<file path="src/rtl/input_axis_ramp.sv">
// input_axis_ramp: multi-channel control-axis generator.
// Each channel either ramps a value from up/down levels on a shared tick
// (with hold-based acceleration and optional spring-return), passes a signed
// stick through with clamping, or freezes. Deadzone thresholds on the stick
// are provided as registered digital outputs in every mode.

module input_axis_ramp_lane #(
  parameter int WIDTH       = 8,
  parameter int MIN_VAL     = 0,
  parameter int MAX_VAL     = 254,
  parameter int CENTER      = 128,
  parameter int ACCEL_TICKS = 32,
  parameter int ACCEL_STEP  = 4,
  parameter int DEADZONE    = 64
) (
  input  logic             clk_sys,
  input  logic             reset,
  input  logic             tick,
  input  logic             up,
  input  logic             down,
  input  logic [1:0]       mode,
  input  logic [7:0]       analog_in,
  output logic [WIDTH-1:0] value,
  output logic             dig_lo,
  output logic             dig_hi
);
  localparam int HW = $clog2(ACCEL_TICKS + 1);
  localparam logic [WIDTH:0]   MIN_W = (WIDTH+1)'(MIN_VAL);
  localparam logic [WIDTH:0]   MAX_W = (WIDTH+1)'(MAX_VAL);
  localparam logic [WIDTH-1:0] MIN_V = WIDTH'(MIN_VAL);
  localparam logic [WIDTH-1:0] MAX_V = WIDTH'(MAX_VAL);
  localparam logic [WIDTH-1:0] CEN_V = WIDTH'(CENTER);
  localparam logic [WIDTH:0]   FAST  = (WIDTH+1)'(ACCEL_STEP);
  localparam logic [HW-1:0]    AT    = HW'(ACCEL_TICKS);
  localparam logic signed [8:0] DZ   = 9'(DEADZONE);

  logic [WIDTH-1:0] value_q, value_d;
  logic [HW-1:0]    hold_q, hold_d;
  logic [1:0]       pdir_q, pdir_d;   // direction seen on the previous tick
  logic             lo_q, lo_d, hi_q, hi_d;

  logic [1:0]       dir;              // {down, up}, both pressed -> 00
  logic [WIDTH:0]   step, sum;
  logic [WIDTH-1:0] inc_v, dec_v, spr_v, pass_v, scaled;
  logic [7:0]       u;
  logic signed [8:0] s9;

  // Next-state for value, hold counter and thresholds
  always_comb begin
    dir    = {down & ~up, up & ~down};
    step   = (hold_q == AT) ? FAST : (WIDTH+1)'(1);
    sum    = {1'b0, value_q} + step;
    inc_v  = (sum > MAX_W) ? MAX_V : sum[WIDTH-1:0];
    dec_v  = ({1'b0, value_q} < MIN_W + step) ? MIN_V : value_q - step[WIDTH-1:0];
    spr_v  = value_q;
    if (value_q < CEN_V) spr_v = value_q + 1'b1;
    else if (value_q > CEN_V) spr_v = value_q - 1'b1;
    // 127 - s taken modulo 256 lands exactly on 0..255 for any signed s
    u      = 8'd127 - analog_in;
    scaled = WIDTH'(u) << (WIDTH - 8);
    pass_v = scaled;
    if (scaled > MAX_V) pass_v = MAX_V;
    else if (scaled < MIN_V) pass_v = MIN_V;
    s9     = {analog_in[7], analog_in};
    lo_d   = (s9 < -DZ);
    hi_d   = (s9 > DZ);

    value_d = value_q;
    hold_d  = hold_q;
    pdir_d  = pdir_q;
    case (mode)
      2'b00: begin
        value_d = pass_v;
        hold_d  = '0;
        pdir_d  = 2'b00;
      end
      2'b11: begin
        hold_d  = '0;
        pdir_d  = 2'b00;
      end
      default: begin
        if (tick) begin
          pdir_d = dir;
          if (dir == 2'b00)        hold_d = '0;
          else if (dir == pdir_q)  hold_d = (hold_q == AT) ? AT : hold_q + 1'b1;
          else                     hold_d = HW'(1);
          if (dir == 2'b01)        value_d = inc_v;
          else if (dir == 2'b10)   value_d = dec_v;
          else if (mode == 2'b10)  value_d = spr_v;
        end
      end
    endcase
  end

  // Lane state registers
  always_ff @(posedge clk_sys or posedge reset) begin
    if (reset) begin
      value_q <= MIN_V;
      hold_q  <= '0;
      pdir_q  <= 2'b00;
      lo_q    <= 1'b0;
      hi_q    <= 1'b0;
    end else begin
      value_q <= value_d;
      hold_q  <= hold_d;
      pdir_q  <= pdir_d;
      lo_q    <= lo_d;
      hi_q    <= hi_d;
    end
  end

  assign value  = value_q;
  assign dig_lo = lo_q;
  assign dig_hi = hi_q;
endmodule

module input_axis_ramp #(
  parameter int CHANNELS    = 2,
  parameter int WIDTH       = 8,
  parameter int TICK_DIV    = 196850,
  parameter int MIN_VAL     = 0,
  parameter int MAX_VAL     = 254,
  parameter int CENTER      = 128,
  parameter int ACCEL_TICKS = 32,
  parameter int ACCEL_STEP  = 4,
  parameter int DEADZONE    = 64
) (
  input  logic                      clk_sys,
  input  logic                      reset,
  input  logic [CHANNELS-1:0]       up,
  input  logic [CHANNELS-1:0]       down,
  input  logic [2*CHANNELS-1:0]     mode,
  input  logic [8*CHANNELS-1:0]     analog_in,
  output logic [WIDTH*CHANNELS-1:0] value,
  output logic [CHANNELS-1:0]       dig_lo,
  output logic [CHANNELS-1:0]       dig_hi,
  output logic                      tick
);
  localparam int CW = $clog2(TICK_DIV);
  localparam logic [CW-1:0] LAST = CW'(TICK_DIV - 1);

  logic [CW-1:0] cnt_q, cnt_d;

  // Shared prescaler: 0..TICK_DIV-1, strobe on the last count
  always_comb begin
    cnt_d = (cnt_q == LAST) ? '0 : cnt_q + 1'b1;
  end

  // Prescaler register
  always_ff @(posedge clk_sys or posedge reset) begin
    if (reset) cnt_q <= '0;
    else       cnt_q <= cnt_d;
  end

  assign tick = (cnt_q == LAST);

  for (genvar g = 0; g < CHANNELS; g++) begin : g_lane
    input_axis_ramp_lane #(
      .WIDTH(WIDTH), .MIN_VAL(MIN_VAL), .MAX_VAL(MAX_VAL), .CENTER(CENTER),
      .ACCEL_TICKS(ACCEL_TICKS), .ACCEL_STEP(ACCEL_STEP), .DEADZONE(DEADZONE)
    ) u_lane (
      .clk_sys  (clk_sys),
      .reset    (reset),
      .tick     (tick),
      .up       (up[g]),
      .down     (down[g]),
      .mode     (mode[2*g +: 2]),
      .analog_in(analog_in[8*g +: 8]),
      .value    (value[WIDTH*g +: WIDTH]),
      .dig_lo   (dig_lo[g]),
      .dig_hi   (dig_hi[g])
    );
  end
endmodule

</file>
<file path="config.mk">
export PLATFORM = sky130hd
export DESIGN_NAME = input_axis_ramp
export DESIGN_NICKNAME = d
export VERILOG_FILES = /design/src/rtl/input_axis_ramp.sv
export SDC_FILE = /design/constraint.sdc
export NUM_CORES = 1
export LEC_CHECK = 0
export ABC_AREA = 0
export CORE_ASPECT_RATIO = 1.25
export CORE_MARGIN = 1
export CORE_UTILIZATION = 40
export DETAILED_ROUTE_END_ITERATION = 12
export PLACE_DENSITY = 0.74
export SLEW_MARGIN = 40
export SYNTH_ARGS = -nofsm -noshare
export SYNTH_HDL_FRONTEND = slang
export SYNTH_HIERARCHICAL = 1
export SYNTH_SLANG_ARGS = --single-unit
</file>
<file path="constraint.sdc">
create_clock -name clk_sys -period 2.5 [get_ports clk_sys]
set_clock_uncertainty 0.05 [all_clocks]
set_input_delay 0.5 -clock clk_sys [delete_from_list [all_inputs] [get_ports clk_sys]]
set_output_delay 0.5 -clock clk_sys [all_outputs]
set_load 0.01 [all_outputs]
</file>
== Word level (Yosys, flattened, before mapping) ==
Cells that the tools add are included.
Widths: inputs -> output; s select.
Cells by class
  $mul: 0
  shift-type cells: 0
  multiplexer cells: 39
  equality and inequality tests: 13
  div/mod/pow operators: 0
  reduce and logical (&&, ||, !) cells: 16
  $add $sub $neg: 13
  $lt $le $gt $ge: 16
  bitwise logic cells: 10
Operators with widths (number)
  $mux 8: 20
  $mux 6: 10
  $gt 8x8->1 const B: 6
  $pmux 8 s2: 2
  $add 18x1->18 const B: 1
  $add 8x9->9: 2
  $eq 18x18->1 const B: 1
  $gt 9x8->1 const B: 2
  $lt 8x9->1: 2
  $mux 18: 1
  $add 8x1->8 const B: 2
  $lt 8x1->1 const B: 2
  $lt 8x7->1 const B: 2
  $lt 8x8->1 const B: 2
  $sub 7x8->8 const A: 2
  $sub 8x1->8 const B: 2
  $sub 8x8->8: 2
  $add 6x1->6 const B: 2
  $eq 2x2->1 const B: 6
  $eq 6x6->1 const B: 2
  $reduce_bool 5->1: 2
  $logic_not 2->1: 4
  $mux 2: 4
  $reduce_and 4->1: 2
  8 further kinds: 24
Word-level totals
  bits in writable memories: 0
  bits of input ports: 26
  output and inout port bits: 21
  flip-flop bits (word level): 54
  logic and storage cells: 118
  memories kept: 0
  bits in latches: 0
  memory bits (read-only): 0

== Longest topological paths before layout ==
  depth after elaboration: 8
  mapped depth: 12
  gate-level depth less buffers: 12

== Cells and area by module ==
The synthesis kept the hierarchy.
By module, submodules not included
  input_axis_ramp_lane at g_lane[0].u_lane: cells an instance 231, instances 1, area each 1956.9 sq um, seq. area each 450.4 sq um
  input_axis_ramp_lane at g_lane[1].u_lane: cells an instance 231, instances 1, area each 1906.8 sq um, seq. area each 450.4 sq um
  input_axis_ramp: cells an instance 81, instances 1, area each 872.1 sq um, seq. area each 450.4 sq um

== Least setup slack after synthesis ==
No wires, ideal clock.
  path type: register to register
  start point: register cnt_q[11]
  end point: register g_lane[0].u_lane.value_q[0]
  data required time: 2.384 ns
  slack: -0.264 ns
  data arrival time: 2.648 ns
  cell stages (with the launch flop): 9
  period minus slack after synthesis: 2.764 ns
  path buffers: 1
  setup time: 0.066 ns
  cells stage by stage: dfrtp_1 > or4_1 > nor4_4 > nand2b_1 > a211oi_1 > nor2_1 > buf_4 > a2111oi_0 > a221o_1
On the way
  cells in the longest elaborated chain, start to end: 3
RTL lines
  from (decl): line 142  | logic [CW-1:0] cnt_q, cnt_d;
  from (signal assigned): line 152  | else cnt_q <= cnt_d;
  $eq 18x18->1: line 155  | assign tick = (cnt_q == LAST);
  via tick: line 137  | output logic tick
  $reduce_bool 2->1 (no line)
  $reduce_and 4->1 (no line)
  to (signal assigned): line 104  | value_q <= value_d;
  to (decl): line 37  | logic [WIDTH-1:0] value_q, value_d;
The timed path passes the listed nets, and every way through them passes these cells.
A chain may end at the register's enable or synchronous reset.

== Worst setup path in the final report ==
  start point: register g_lane[0].u_lane.hold_q[1]
  end point: register g_lane[0].u_lane.value_q[0]
On the way
  cells in the longest elaborated chain, start to end: 8
  elaborated cells between the ends (all ways): 12
  classes of those cells: add/sub (2); order compare (2); eq/ne (1); mux (7)
RTL lines
  from (decl): line 38  | logic [HW-1:0] hold_q, hold_d;
  from (signal assigned): line 105  | hold_q <= hold_d;
  $eq 6x6->1 (*): line 51  | step = (hold_q == AT) ? FAST : (WIDTH+1)'(1);
  $mux 3 (*): line 51
  $add 8x9->9 (tied with other cells): line 52  | sum = {1'b0, value_q} + step;
  $gt 9x8->1 or $mux 8 (tied branches): line 53, 54
  $mux 8, on equally long branches: line 53, 88
  $mux 8 (*): line 87  | if (dir == 2'b01) value_d = inc_v;
  $mux 8 (*): line 82  | if (tick) begin
  $pmux 8 s2 (*): line 71  | case (mode)
Mark *: on every way between the ends. The rest lies on a longest branch, timed or not. The select of a mux whose other input is x is not followed.

==> flow_metrics.py <==
metrics = {
    "run_status": {
        "outcome": "finished, violations left",
        "violations": "setup timing",
    },
    "pwr": {
        "leakage_uw": 0.002936,
        "ir_worst_vdd_uv": 478.2,
        "powerDensity_nw_per_um2": 782.6,
        "p_total_uw": 5340,
    },
    "floorplanning": {
        "start_util_pct": 40.96,
        "dieArea_um2": 12280,
        "die_h_um": 123.7,
        "core-area_um2": 11560,
        "rows": 44,
        "die_w_um": 99.32,
        "pin_count": 47,
    },
    "final_layout": {
        "final_nets": 763,
        "seqCellArea_um2": 1353,
        "final_cell_count_no_fill": 828,
        "final_cell_area_um2": 6823,
        "n_antenna_cell": 0,
        "num-fill-cells": 981,
        "multi_input_area_um2": 3638,
        "area_growth_pct": 44.07,
        "drive_gt1_share_pct": 29.57,
    },
    "drt": {
        "totalWireLength_um": 15010,
        "drt_iter0_drc": 331,
        "via_count": 4832,
        "viasPerCell": 5.836,
        "ant_nets": 0,
        "dr.pass1.iters": 5,
        "drc": 0,
        "wl_per_cell_um": 18.12,
    },
    "setup_path": {
        "cp.required_ps": 2630,
        "start_kind": "flip-flop",
        "reg2reg_from": "g_lane[0].u_lane/hold_q[1]",
        "arrival_ps": 2780,
        "reg2reg_depth": 12,
        "cp_max_fo": 6,
        "end_kind": "flip-flop",
        "critPathKind": "flip-flop to flip-flop",
        "worstReg2RegEnd": "g_lane[0].u_lane/value[0]",
        "reg2reg_slack_ps": -150,
        "startpoint": "g_lane[0].u_lane/hold_q[1]",
    },
    "placement": {
        "port_buffers": 46,
        "dp.cells": 801,
        "pre_cts_slack_ps": -264.5,
        "post-dp-hpwl_um": 10770,
        "place.gp.congestion": 0.9608,
        "place_area_um2": 5961,
    },
    "timing": {
        "fin_crit_sh_pct": 106.0,
        "setup_viol": 14,
        "tightest_slew_ps": 771.8,
        "setup_tns_ps": -726.5,
        "layout_min_cycle_time_ps": 2649,
        "hold_viol": 0,
        "max_freq_ghz": 0.3775,
        "slew_violations": 0,
        "maxSlewHeadroom_pct": 48.49,
        "rsz0062_at_grt": "yes",
        "fin_ws_ps": -149.1,
    },
    "synth": {
        "synth_top_cell_by_area": "dfrtp_1",
        "synthFlopType": "dfrtp_1",
        "synth_cell_types": 73,
        "synth.avg_cell_area_um2": 8.722,
        "ys.warnings.count": 6,
        "syn_inst": 543,
        "synth_common_cells": "dfrtp_1, nor2_1, ha_1",
        "synth_edf_count": 0,
        "post-synth-top-count-cell": "dfrtp_1",
        "yosysSeqAreaShare_pct": 28.53,
        "synth.top_cell.area_share_pct": 28.53,
        "synthTopCellsByArea": "dfrtp_1, ha_1, xnor2_1",
        "synth-seq-cells": 54,
        "async_reset_ff_share_pct": 100.0,
        "synth_fp_nets": 617,
        "synthesis.area_um2": 4736,
    },
    "clock_tree": {
        "cts_root_buf": "clkbuf_16",
        "clk_pin_slew_ps": 80,
        "numClockSinks": 54,
        "clk_path_buf_depth": 2,
        "ctsHtreeMaxLevel": 2,
        "cts_tree": "built",
        "cts-buffers-inserted": 5,
        "insertion_delay_ps": 300,
    },
    "grt": {
        "grt.total_usage_pct": 24.66,
        "grt_pass1_vias": 4910,
        "antenna_found_initial": 0,
        "grt_max_degree": 19,
        "grt_overflow_total": 0,
        "grt_pass1_wl_um": 23830,
    },
    "run": {
        "drv_cap": 0,
    },
    "worst_hold_path": {
        "hp-class": "input port to asynchronous set/reset pin",
    },
}
-- through the flow --
stage               utilization, %  hold slack [ps]
global route                 59.02            512.6
detailed placement           51.56            492.7
CTS                          55.94            513.9
global placement             51.56            484.8
finish                       59.02            511.7
floorplan                        -            388.6
-- sequential cells by signal, indices dropped and copies added, names as in the netlist --
| register | cells |
|---|---|
| cnt_q | 18 |
| g_lane.u_lane/dig_hi | 2 |
| g_lane.u_lane/dig_lo | 2 |
| g_lane.u_lane/hold_q | 12 |
| g_lane.u_lane/pdir_q | 4 |
| g_lane.u_lane/value | 16 |
-- worst max-delay path by stage --
stage,endpoint,slack [ps],depth (start not counted)
after detailed placement,g_lane[1].u_lane/value[0],-260,13
after global placement,g_lane[1].u_lane/value[0],-160,13
after CTS,g_lane[1].u_lane/value[2],-60,12
final,g_lane[0].u_lane/value[0],-150,12
after floorplan,g_lane[0].u_lane/value[0],-110,10
after global routing,g_lane[0].u_lane/value[2],-290,13
-- where the power goes --
| group | switching (uW) | internal, uW | total [uW] |
|---|---|---|---|
| logic | 1710 | 1620 | 3320 |
| registers | 216 | 970 | 1190 |
| clock network | 349 | 481 | 830 |
| total | 2270 | 3070 | 5340 |
-- critical path, cell delays in order (launching register included) --
cell     delay (ps)
dfrtp_1         400
inv_2            80
ha_4            130
nor2b_4         160
nand3_4         130
buf_6           150
ha_4            310
nor2b_4          50
o21ai_0         240
xnor2_1         170
nor4b_2         210
o32ai_1         120
a221o_1         340
-- area by class of cell --
| type | instances | share of cell area, % |
|---|---|---|
| clock inverter | 3 | 0.6969 |
| tap | 138 | 2.531 |
| multi-input combinational | 431 | 53.33 |
| timing repair buffer | 154 | 19.42 |
| clock buffer | 5 | 1.834 |
| inverter | 43 | 2.366 |
| sequential | 54 | 19.82 |
-- layout by cell type, fill, tap and decap left out, types with 4 or more instances in the layout --
| master | n |
|---|---|
| buf_4 | 94 |
| nor3_1 | 14 |
| nand2b_1 | 8 |
| nand3b_1 | 4 |
| nand2_1 | 24 |
| clkdlybuf4s50_1 | 45 |
| o221ai_2 | 4 |
| mux2i_1 | 6 |
| buf_6 | 11 |
| o31ai_1 | 4 |
| nor2b_4 | 5 |
| nor2b_1 | 14 |
| clkbuf_16 | 5 |
| a21oi_2 | 6 |
| nand4_1 | 8 |
| o21a_1 | 7 |
| ha_4 | 10 |
| a31oi_1 | 5 |
| nand3_1 | 18 |
| nor4_1 | 5 |
| a21oi_1 | 15 |
| or4_1 | 4 |
| nor2_1 | 44 |
| inv_2 | 4 |
| a211oi_1 | 8 |
| o21ai_0 | 32 |
| dfrtp_1 | 53 |
| o211ai_1 | 5 |
| xor2_1 | 14 |
| inv_1 | 38 |
| and2_1 | 4 |
| ha_1 | 35 |
| o21ai_1 | 6 |
| xnor2_1 | 25 |
-- routing by layer --
metal  vias to the layer above  share of wire (%)  track usage, %
met2                       180                 52           45.88
met3                        58                4.6           3.143
li1                       2262                  -               -
met1                      2332                 38           27.15
met4                         0                5.2           13.79
met5                         -                  0               0
-- cells by family (layout without fill, tap and decap cells) --
kind of cell	count (synthesis)	after routing	synth area share (%)
simple gates	193	193	22.56
compound gates	142	142	21.32
buf+inv	58	205	5.495
flops	54	54	28.53
fa+ha+maj	48	48	13.00
xor+xnor	41	41	7.583
mux	7	7	1.506
-- what timing repair did --
| item | 4_1_cts | 5_1_grt |
|---|---|---|
| resized for setup | 54 | 61 |
| setup buffers | 11 | 7 |
| pin swaps | 15 | 24 |
| gates cloned | 1 | 1 |
| hold buffers | 0 | 0 |
| endpoints found under the setup margin | 17 | 17 |
Power figures use the tool's default switching activity.
